`src/rtl/Types.sv`:
```
// Shared types for the tagged vector normalizer: tagged Q8.8 input vectors and
// tagged Q1.14 unit vectors, plus the FSM state encoding and sign helpers.
`ifndef TAG_SIZE
`define TAG_SIZE 8
`endif

package Types;

  localparam int IN_FRAC  = 8;
  localparam int OUT_FRAC = 14;
  localparam int COMP_W   = 16;
  // Square root of a sum of Q8.8 squares (16 fraction bits) lands back in Q8.8.
  localparam int MAG_FRAC = IN_FRAC;

  typedef struct packed {
    logic [`TAG_SIZE-1:0] tag;
    logic [COMP_W-1:0]    x;
    logic [COMP_W-1:0]    y;
    logic [COMP_W-1:0]    z;
  } TaggedVector;

  typedef struct packed {
    logic [`TAG_SIZE-1:0] tag;
    logic [COMP_W-1:0]    x;
    logic [COMP_W-1:0]    y;
    logic [COMP_W-1:0]    z;
  } TaggedNormalized;

  typedef enum logic [2:0] {
    ST_IDLE,
    ST_SUMSQ,
    ST_SQRT,
    ST_DIV,
    ST_OUT
  } norm_state_e;

  // Magnitude of a two's-complement component; 0x8000 maps to 32768 unsigned.
  function automatic logic [COMP_W-1:0] abs16(input logic [COMP_W-1:0] v);
    return v[COMP_W-1] ? (~v + 1'b1) : v;
  endfunction

  function automatic logic [COMP_W-1:0] apply_sign(input logic [COMP_W-2:0] q,
                                                   input logic              neg);
    logic [COMP_W-1:0] v;
    v = {1'b0, q};
    return neg ? (~v + 1'b1) : v;
  endfunction

endpackage

```
`src/rtl/seq_divider.sv`:
```
// Restoring serial divider producing Q_W quotient bits, one per cycle. The caller
// guarantees dividend >> Q_W < divisor, so the quotient fits in Q_W bits.
module seq_divider #(
  parameter int DVD_W = 30,
  parameter int DVS_W = 16,
  parameter int Q_W   = 15
) (
  input  logic             clk,
  input  logic             reset_n,
  input  logic             start_i,
  input  logic [DVD_W-1:0] dividend_i,
  input  logic [DVS_W-1:0] divisor_i,
  output logic             busy_o,
  output logic             done_o,
  output logic [Q_W-1:0]   quotient_o
);

  localparam int CNT_W = $clog2(Q_W);

  logic             busy_q;
  logic [CNT_W-1:0] cnt_q;
  logic [DVS_W-1:0] rem_q;
  logic [DVS_W-1:0] dvs_q;
  logic [Q_W-1:0]   dvd_q;
  logic [Q_W-1:0]   quo_q;

  logic             load;
  logic [DVS_W-1:0] rem_src;
  logic [DVS_W-1:0] dvs_src;
  logic [Q_W-1:0]   dvd_src;
  logic [DVS_W:0]   shifted;
  logic             fits;
  logic [DVS_W-1:0] rem_nxt;

  // The start cycle already performs the first iteration straight from the inputs.
  assign load = start_i && !busy_q;

  // NOTE: combinational blocks use blocking '=' and assign every output first, so no latch can form.
  always_comb begin
    rem_src = load ? DVS_W'(dividend_i[DVD_W-1:Q_W]) : rem_q;
    dvd_src = load ? dividend_i[Q_W-1:0] : dvd_q;
    dvs_src = load ? divisor_i : dvs_q;
    shifted = {rem_src, dvd_src[Q_W-1]};
    fits    = shifted >= {1'b0, dvs_src};
    rem_nxt = fits ? DVS_W'(shifted - {1'b0, dvs_src}) : shifted[DVS_W-1:0];
  end

  // NOTE: sequential state uses non-blocking '<=' so every register sees pre-edge values.
  always_ff @(posedge clk or negedge reset_n) begin
    if (!reset_n) begin
      busy_q <= 1'b0;
      cnt_q  <= '0;
      rem_q  <= '0;
      dvs_q  <= '0;
      dvd_q  <= '0;
      quo_q  <= '0;
    end else if (load) begin
      busy_q <= 1'b1;
      cnt_q  <= CNT_W'(1);
      rem_q  <= rem_nxt;
      dvs_q  <= divisor_i;
      dvd_q  <= dvd_src << 1;
      quo_q  <= Q_W'(fits);
    end else if (busy_q) begin
      cnt_q <= cnt_q + 1'b1;
      rem_q <= rem_nxt;
      dvd_q <= dvd_q << 1;
      quo_q <= {quo_q[Q_W-2:0], fits};
      if (cnt_q == CNT_W'(Q_W - 1)) busy_q <= 1'b0;
    end
  end

  assign busy_o     = busy_q;
  // High during the final iteration; the quotient is complete after this edge.
  assign done_o     = busy_q && (cnt_q == CNT_W'(Q_W - 1));
  assign quotient_o = quo_q;

endmodule

```
`src/rtl/tagged_vec_normalizer.sv`:
```
// Normalizes a tagged signed Q8.8 (x,y,z) vector to unit length in Q1.14, one vector in flight.
// Optional zero-vector event counter and zero_count port when NORM_ZERO_CNT_EN is defined.
module tagged_vec_normalizer
  import Types::*;
#(
  parameter int TAG_SIZE = `TAG_SIZE,
  parameter int FRAC_OUT = OUT_FRAC
) (
  input  logic            clk,
  input  logic            reset_n,
  input  logic            in_valid,
  output logic            in_ready,
  input  TaggedVector     tagged_vector_in,
  output logic            out_valid,
  input  logic            out_ready,
  output TaggedNormalized tagged_normalized_out
`ifdef NORM_ZERO_CNT_EN
  ,
  output logic [15:0]     zero_count
`endif
);

  localparam int DIV_SHIFT = FRAC_OUT + MAG_FRAC - IN_FRAC;
  localparam int Q_W       = FRAC_OUT + 1;
  localparam int DVD_W     = COMP_W + DIV_SHIFT;
  localparam int SUM_W     = 2 * COMP_W;
  localparam int REM_W     = COMP_W + 1;
  localparam int SQRT_ITER = COMP_W;
  localparam int IT_W      = $clog2(SQRT_ITER);

  norm_state_e         state_q, state_d;
  logic [TAG_SIZE-1:0] tag_q;
  logic [COMP_W-1:0]   abs_q [3];
  logic [2:0]          neg_q;
  logic                zero_q;
  logic [SUM_W-1:0]    rad_q;
  logic [REM_W-1:0]    rem_q;
  logic [COMP_W-1:0]   root_q;
  logic [IT_W-1:0]     sqrt_it_q;

  logic                accept;
  logic                div_start;
  logic [2:0]          div_busy;
  logic [2:0]          div_done;
  logic [Q_W-1:0]      quo [3];
  logic [SUM_W-1:0]    sum_sq;
  logic [REM_W+1:0]    rem_sh;
  logic [REM_W+1:0]    trial;
  logic                root_bit;
  logic [REM_W-1:0]    rem_nxt;

  assign accept = in_valid && in_ready;
  assign sum_sq = SUM_W'(abs_q[0]) * SUM_W'(abs_q[0])
                + SUM_W'(abs_q[1]) * SUM_W'(abs_q[1])
                + SUM_W'(abs_q[2]) * SUM_W'(abs_q[2]);

  // One restoring square-root step: two radicand bits in, one root bit out.
  always_comb begin
    rem_sh   = {rem_q, rad_q[SUM_W-1 -: 2]};
    trial    = {1'b0, root_q, 2'b01};
    root_bit = rem_sh >= trial;
    rem_nxt  = root_bit ? REM_W'(rem_sh - trial) : rem_sh[REM_W-1:0];
  end

  always_ff @(posedge clk or negedge reset_n) begin
    if (!reset_n) state_q <= ST_IDLE;
    else          state_q <= state_d;
  end

  always_comb begin
    state_d   = state_q;
    in_ready  = 1'b0;
    out_valid = 1'b0;
    div_start = 1'b0;
    unique case (state_q)
      ST_IDLE: begin
        in_ready = 1'b1;
        if (in_valid) state_d = ST_SUMSQ;
      end
      ST_SUMSQ: state_d = (sum_sq == '0) ? ST_OUT : ST_SQRT;
      ST_SQRT: begin
        if (sqrt_it_q == IT_W'(SQRT_ITER - 1)) state_d = ST_DIV;
      end
      ST_DIV: begin
        div_start = ~|div_busy;
        if (&div_done) state_d = ST_OUT;
      end
      ST_OUT: begin
        out_valid = 1'b1;
        if (out_ready) state_d = ST_IDLE;
      end
      default: state_d = ST_IDLE;
    endcase
  end

  // NOTE: these are a handful of flops, not a memory, so clearing them on reset is cheap and keeps state defined.
  always_ff @(posedge clk or negedge reset_n) begin
    if (!reset_n) begin
      tag_q     <= '0;
      neg_q     <= '0;
      zero_q    <= 1'b0;
      rad_q     <= '0;
      rem_q     <= '0;
      root_q    <= '0;
      sqrt_it_q <= '0;
      for (int i = 0; i < 3; i++) abs_q[i] <= '0;
    end else begin
      unique case (state_q)
        ST_IDLE: begin
          if (accept) begin
            tag_q    <= tagged_vector_in.tag;
            abs_q[0] <= abs16(tagged_vector_in.x);
            abs_q[1] <= abs16(tagged_vector_in.y);
            abs_q[2] <= abs16(tagged_vector_in.z);
            neg_q    <= {tagged_vector_in.z[COMP_W-1], tagged_vector_in.y[COMP_W-1],
                         tagged_vector_in.x[COMP_W-1]};
          end
        end
        ST_SUMSQ: begin
          rad_q     <= sum_sq;
          rem_q     <= '0;
          root_q    <= '0;
          sqrt_it_q <= '0;
          zero_q    <= (sum_sq == '0);
        end
        ST_SQRT: begin
          rad_q     <= rad_q << 2;
          rem_q     <= rem_nxt;
          root_q    <= {root_q[COMP_W-2:0], root_bit};
          sqrt_it_q <= sqrt_it_q + 1'b1;
        end
        default: ;
      endcase
    end
  end

  // |c| <= mag always holds, so each quotient is at most 1.0 (0x4000) and fits in Q_W bits.
  for (genvar i = 0; i < 3; i++) begin : g_div
    logic [DVD_W-1:0] dividend;
    assign dividend = DVD_W'(abs_q[i]) << DIV_SHIFT;

    seq_divider #(
      .DVD_W (DVD_W),
      .DVS_W (COMP_W),
      .Q_W   (Q_W)
    ) u_div (
      .clk        (clk),
      .reset_n    (reset_n),
      .start_i    (div_start),
      .dividend_i (dividend),
      .divisor_i  (root_q),
      .busy_o     (div_busy[i]),
      .done_o     (div_done[i]),
      .quotient_o (quo[i])
    );
  end

  always_comb begin
    tagged_normalized_out = '0;
    if (state_q == ST_OUT) begin
      tagged_normalized_out.tag = tag_q;
      if (!zero_q) begin
        tagged_normalized_out.x = apply_sign(quo[0], neg_q[0]);
        tagged_normalized_out.y = apply_sign(quo[1], neg_q[1]);
        tagged_normalized_out.z = apply_sign(quo[2], neg_q[2]);
      end
    end
  end

`ifdef NORM_ZERO_CNT_EN
  logic [15:0] zero_cnt_q;
  logic        vec_zero;

  assign vec_zero = ~|{tagged_vector_in.x, tagged_vector_in.y, tagged_vector_in.z};

  always_ff @(posedge clk or negedge reset_n) begin
    if (!reset_n)                                        zero_cnt_q <= '0;
    else if (accept && vec_zero && zero_cnt_q != 16'hFFFF) zero_cnt_q <= zero_cnt_q + 1'b1;
  end

  assign zero_count = zero_cnt_q;
`endif

endmodule

```
`config.mk`:
```
export PLATFORM = sky130hd
export DESIGN_NAME = tagged_vec_normalizer
export DESIGN_NICKNAME = d
export VERILOG_FILES = /design/src/rtl/Types.sv /design/src/rtl/seq_divider.sv /design/src/rtl/tagged_vec_normalizer.sv
export SDC_FILE = /design/constraint.sdc
export NUM_CORES = 2
export LEC_CHECK = 0
export CAP_MARGIN = 40
export CORE_MARGIN = 8
export CORE_UTILIZATION = 40
export CTS_CLUSTER_DIAMETER = 120
export DETAILED_ROUTE_END_ITERATION = 10
export HOLD_SLACK_MARGIN = 0.02
export PLACE_DENSITY_LB_ADDON = 0.15
export SLEW_MARGIN = 10
export SYNTH_ARGS = -nofsm -noshare
export SYNTH_HDL_FRONTEND = slang
export SYNTH_HIERARCHICAL = 1
export SYNTH_SLANG_ARGS = --single-unit
```
`constraint.sdc`:
```
create_clock -name clk -period 9.1 [get_ports clk]
set_input_delay 2.73 -clock clk [delete_from_list [all_inputs] [get_ports clk]]
set_output_delay 2.73 -clock clk [all_outputs]
set_load 0.05 [all_outputs]
```
==> impl_metrics.ini <==
[placement]
placed_cells = 5668
gp_congestion = 0.8772
dp_hpwl_um = 87580
portBuffers = 117

[worst_setup_path]
cp-end-kind = flop
criticalPathCategory = flop to flop
worstPathArrival_ns = 9.22
cp.required_ns = 9.58
start_kind = flop
cp_max_fo = 13

[global_routing]
grt_max_degree = 133
grt.total_usage = 0.1964
gr-total-overflow = 0
grt_pass1_vias = 31678
grt_pass1_wl_um = 175700
antenna_found_initial = 1

[clock_network]
cts_tree = built
postCtsHoldBufs = 0
worstSkewPairLatency_ns = 0.60
cts_max_level = 2
path_clk_slew_ns = 0.06
root_buffer = clkbuf_16
clkSinkCount = 330
cts_made_buffers = 41
cts_setup_buffers = 0
clk_path_buf_depth = 3

[final_layout]
fillers = 10025
syn_to_final_growth_pct = 10.91
finalNetCount = 5343
fin_cells = 5746
layout-drive-gt1-share = 0.06056

[yosys]
ys_seq_elements = 330
synth_edf_count = 0
async_reset_ff_frac = 1.000
yosys-top-cells-area = fa_1, dfrtp_1, ha_1
synth_area_sq_mm = 0.04089
synth.most_common_cell = inv_1
synth_ff_type = dfrtp_1
yosysWarnings = 6
synthTopCellsByCount = inv_1, fa_1, nand2_1
synthCells = 4237
synth_top_cell_area_share = 0.3021
yosysTopAreaCell = fa_1
post_synth_num_cell_types = 80
synth_seq_area_share = 0.2020
synth_area_per_cell_sq_um = 9.650

[sta]
skew_ns = 0.05380
tightest_slew_ns = 0.8576
rsz0062_at_grt = false
post-route-period-util = 0.9605
max_freq_ghz = 0.1144
min_period_ns = 8.741
relSlewSlack = 0.4282
hold_viol = 0
setup_violations = 0
tns_ns = 0
drv_slew = 0

[drt]
drcViolationCount = 0
avgViaCountPerCell = 5.087
finalWirelength_um = 108400
num_vias = 29230
ant_nets = 0
drt_iter0_markers = 1488
drt-wirelength-per-cell_um = 18.86
dr.pass1.iters = 5

[floorplan]
boundaryPins = 118
die_area_sq_mm = 0.1127
start_util = 0.4025
die_y_um = 335.7
rows = 117
die_w_um = 335.7
core_sq_mm = 0.1016

[outcome]
outcome = complete, no violations

[run]
max-cap-violations = 0

[min_path]
hold_class = flop to flop
[layout make-up]
type | instances | area [sq um] | area share
sequential | 330 | 8263 | 0.1822
inverter | 715 | 2684 | 0.05918
multi-input combinational | 3063 | 29410 | 0.6484
timing repair buffer | 193 | 1804 | 0.03979
antenna | 2 | 5.005 | 0.0001104
tap | 1368 | 1712 | 0.03774
clock buffer | 56 | 1182 | 0.02607
clock inverter | 19 | 292.8 | 0.006456
[metal layers]
layer,GRT usage,share of wire,vias up
li1,-,-,13851
met3,0.02711,0.041,189
met5,0,0,-
met4,0.08183,0.047,0
met2,0.3371,0.49,538
met1,0.2485,0.42,14652
[kinds of logic (layout without fill, tap and decap cells)]
kind of cell             after synthesis  count (layout)  synth area share
AND/OR/NAND/NOR                     1098            1098            0.1301
adder cells (fa/ha/maj)              939             939            0.4006
buffers and inverters                885             983           0.08385
other                                  1              44        0.00009171
multiplexers                         165             165           0.04211
AO/OA/AOI/OAI                        647             647            0.1043
XOR/XNOR                             172             172           0.03703
flip-flops                           330             330            0.2020
[critical path: stages (launching register included)]
cell and delay [ns]:
dfrtp_1 0.73, buf_4 0.29, nand2_1 0.09, fa_1 0.66
fa_1 0.47, fa_1 0.58, fa_1 0.46, fa_1 0.61
fa_1 0.44, fa_1 0.51, fa_1 0.43, fa_1 0.54
inv_1 0.05, ha_1 0.38, nand4_1 0.17, or3_1 0.34
or3_4 0.37, nand4_1 0.17, o21ai_0 0.16, o2bb2ai_1 0.18
xnor2_1 0.33, nor4b_2 0.37, nand3_1 0.13, a21o_1 0.20
[worst paths after layout]
| path | from | to | slack, ns | cells after the start |
|---|---|---|---|---|
| max | abs_q[4]$_DFFE_PN0P_ | state_q[1]$_DFFE_PN0P_ | 0.36 | 23 |
| min | tag_q[3]$_DFFE_PN0P_ | tag_q[3]$_DFFE_PN0P_ | 0.47 | 2 |
| max reg2reg | abs_q[4]$_DFFE_PN0P_ | state_q[1]$_DFFE_PN0P_ | 0.36 | 23 |
| min reg2reg | tag_q[3]$_DFFE_PN0P_ | tag_q[3]$_DFFE_PN0P_ | 0.47 | 2 |
| max in group asynchronous | reset_n | abs_q[29]$_DFFE_PN0P_ | 5.76 | 2 |
| min in group asynchronous | reset_n | rem_q[11]$_DFFE_PN0P_ | 2.08 | 1 |
[flip-flops by register name (all words and copies together), names as in the netlist]
| name | cells |
|---|---|
| sqrt_it_q | 4 |
| g_div.u_div/busy_o | 3 |
| g_div.u_div/dvd_q | 42 |
| g_div.u_div/quotient_o | 45 |
| root_q | 16 |
| g_div.u_div/cnt_q | 12 |
| rem_q | 17 |
| g_div.u_div/dvs_q | 48 |
| rad_q | 32 |
| state_q | 3 |
| abs_q | 48 |
| neg_q | 3 |
| zero_q | 1 |
| tag_q | 8 |
| g_div.u_div/rem_q | 48 |
[through the flow]
stage          instance area (sq um)  utilization  worst slack, ns  hold WS (ns)
6_report                       45350       0.4464           0.3593        0.4660
5_1_grt                        45340       0.4463         0.008858        0.4917
4_1_cts                        45330       0.4462           0.2845        0.4693
3_5_place_dp                   43860       0.4317           0.2928        0.4542
3_3_place_gp                   43800       0.4311           0.3957        0.4503
2_1_floorplan                  41040            -            1.059        0.4374
[cell usage in the layout (no fill, tap or decap), types with 19 or more instances in the layout]
master	netlist	routed
o211ai_1	33	33
clkbuf_16	0	41
nor3_1	34	34
o31ai_1	21	21
a22oi_1	34	34
nand4_1	24	24
dfrtp_1	330	326
nand2_1	484	483
or3_1	30	30
nor2_1	149	144
fa_1	617	617
conb_1	1	42
a22o_1	47	47
buf_4	10	72
clkdlybuf4s50_1	0	116
and2_1	219	219
nand3_1	46	46
ha_1	322	322
mux2_2	56	56
o21ai_0	234	234
and3_1	19	19
xnor2_1	87	87
xor2_1	84	84
nor2b_1	23	23
mux2i_1	109	109
a21oi_1	89	89
a21o_1	28	28
inv_1	715	715
a31oi_1	26	26
[repair_timing]
item,in CTS,in global routing
endpoints found under the hold margin,0,0
resized for setup,0,4
endpoints found under the setup margin,0,3
Power is not shown: default switching activity piles up to over one toggle a cycle in this logic, so the estimate is an artifact.
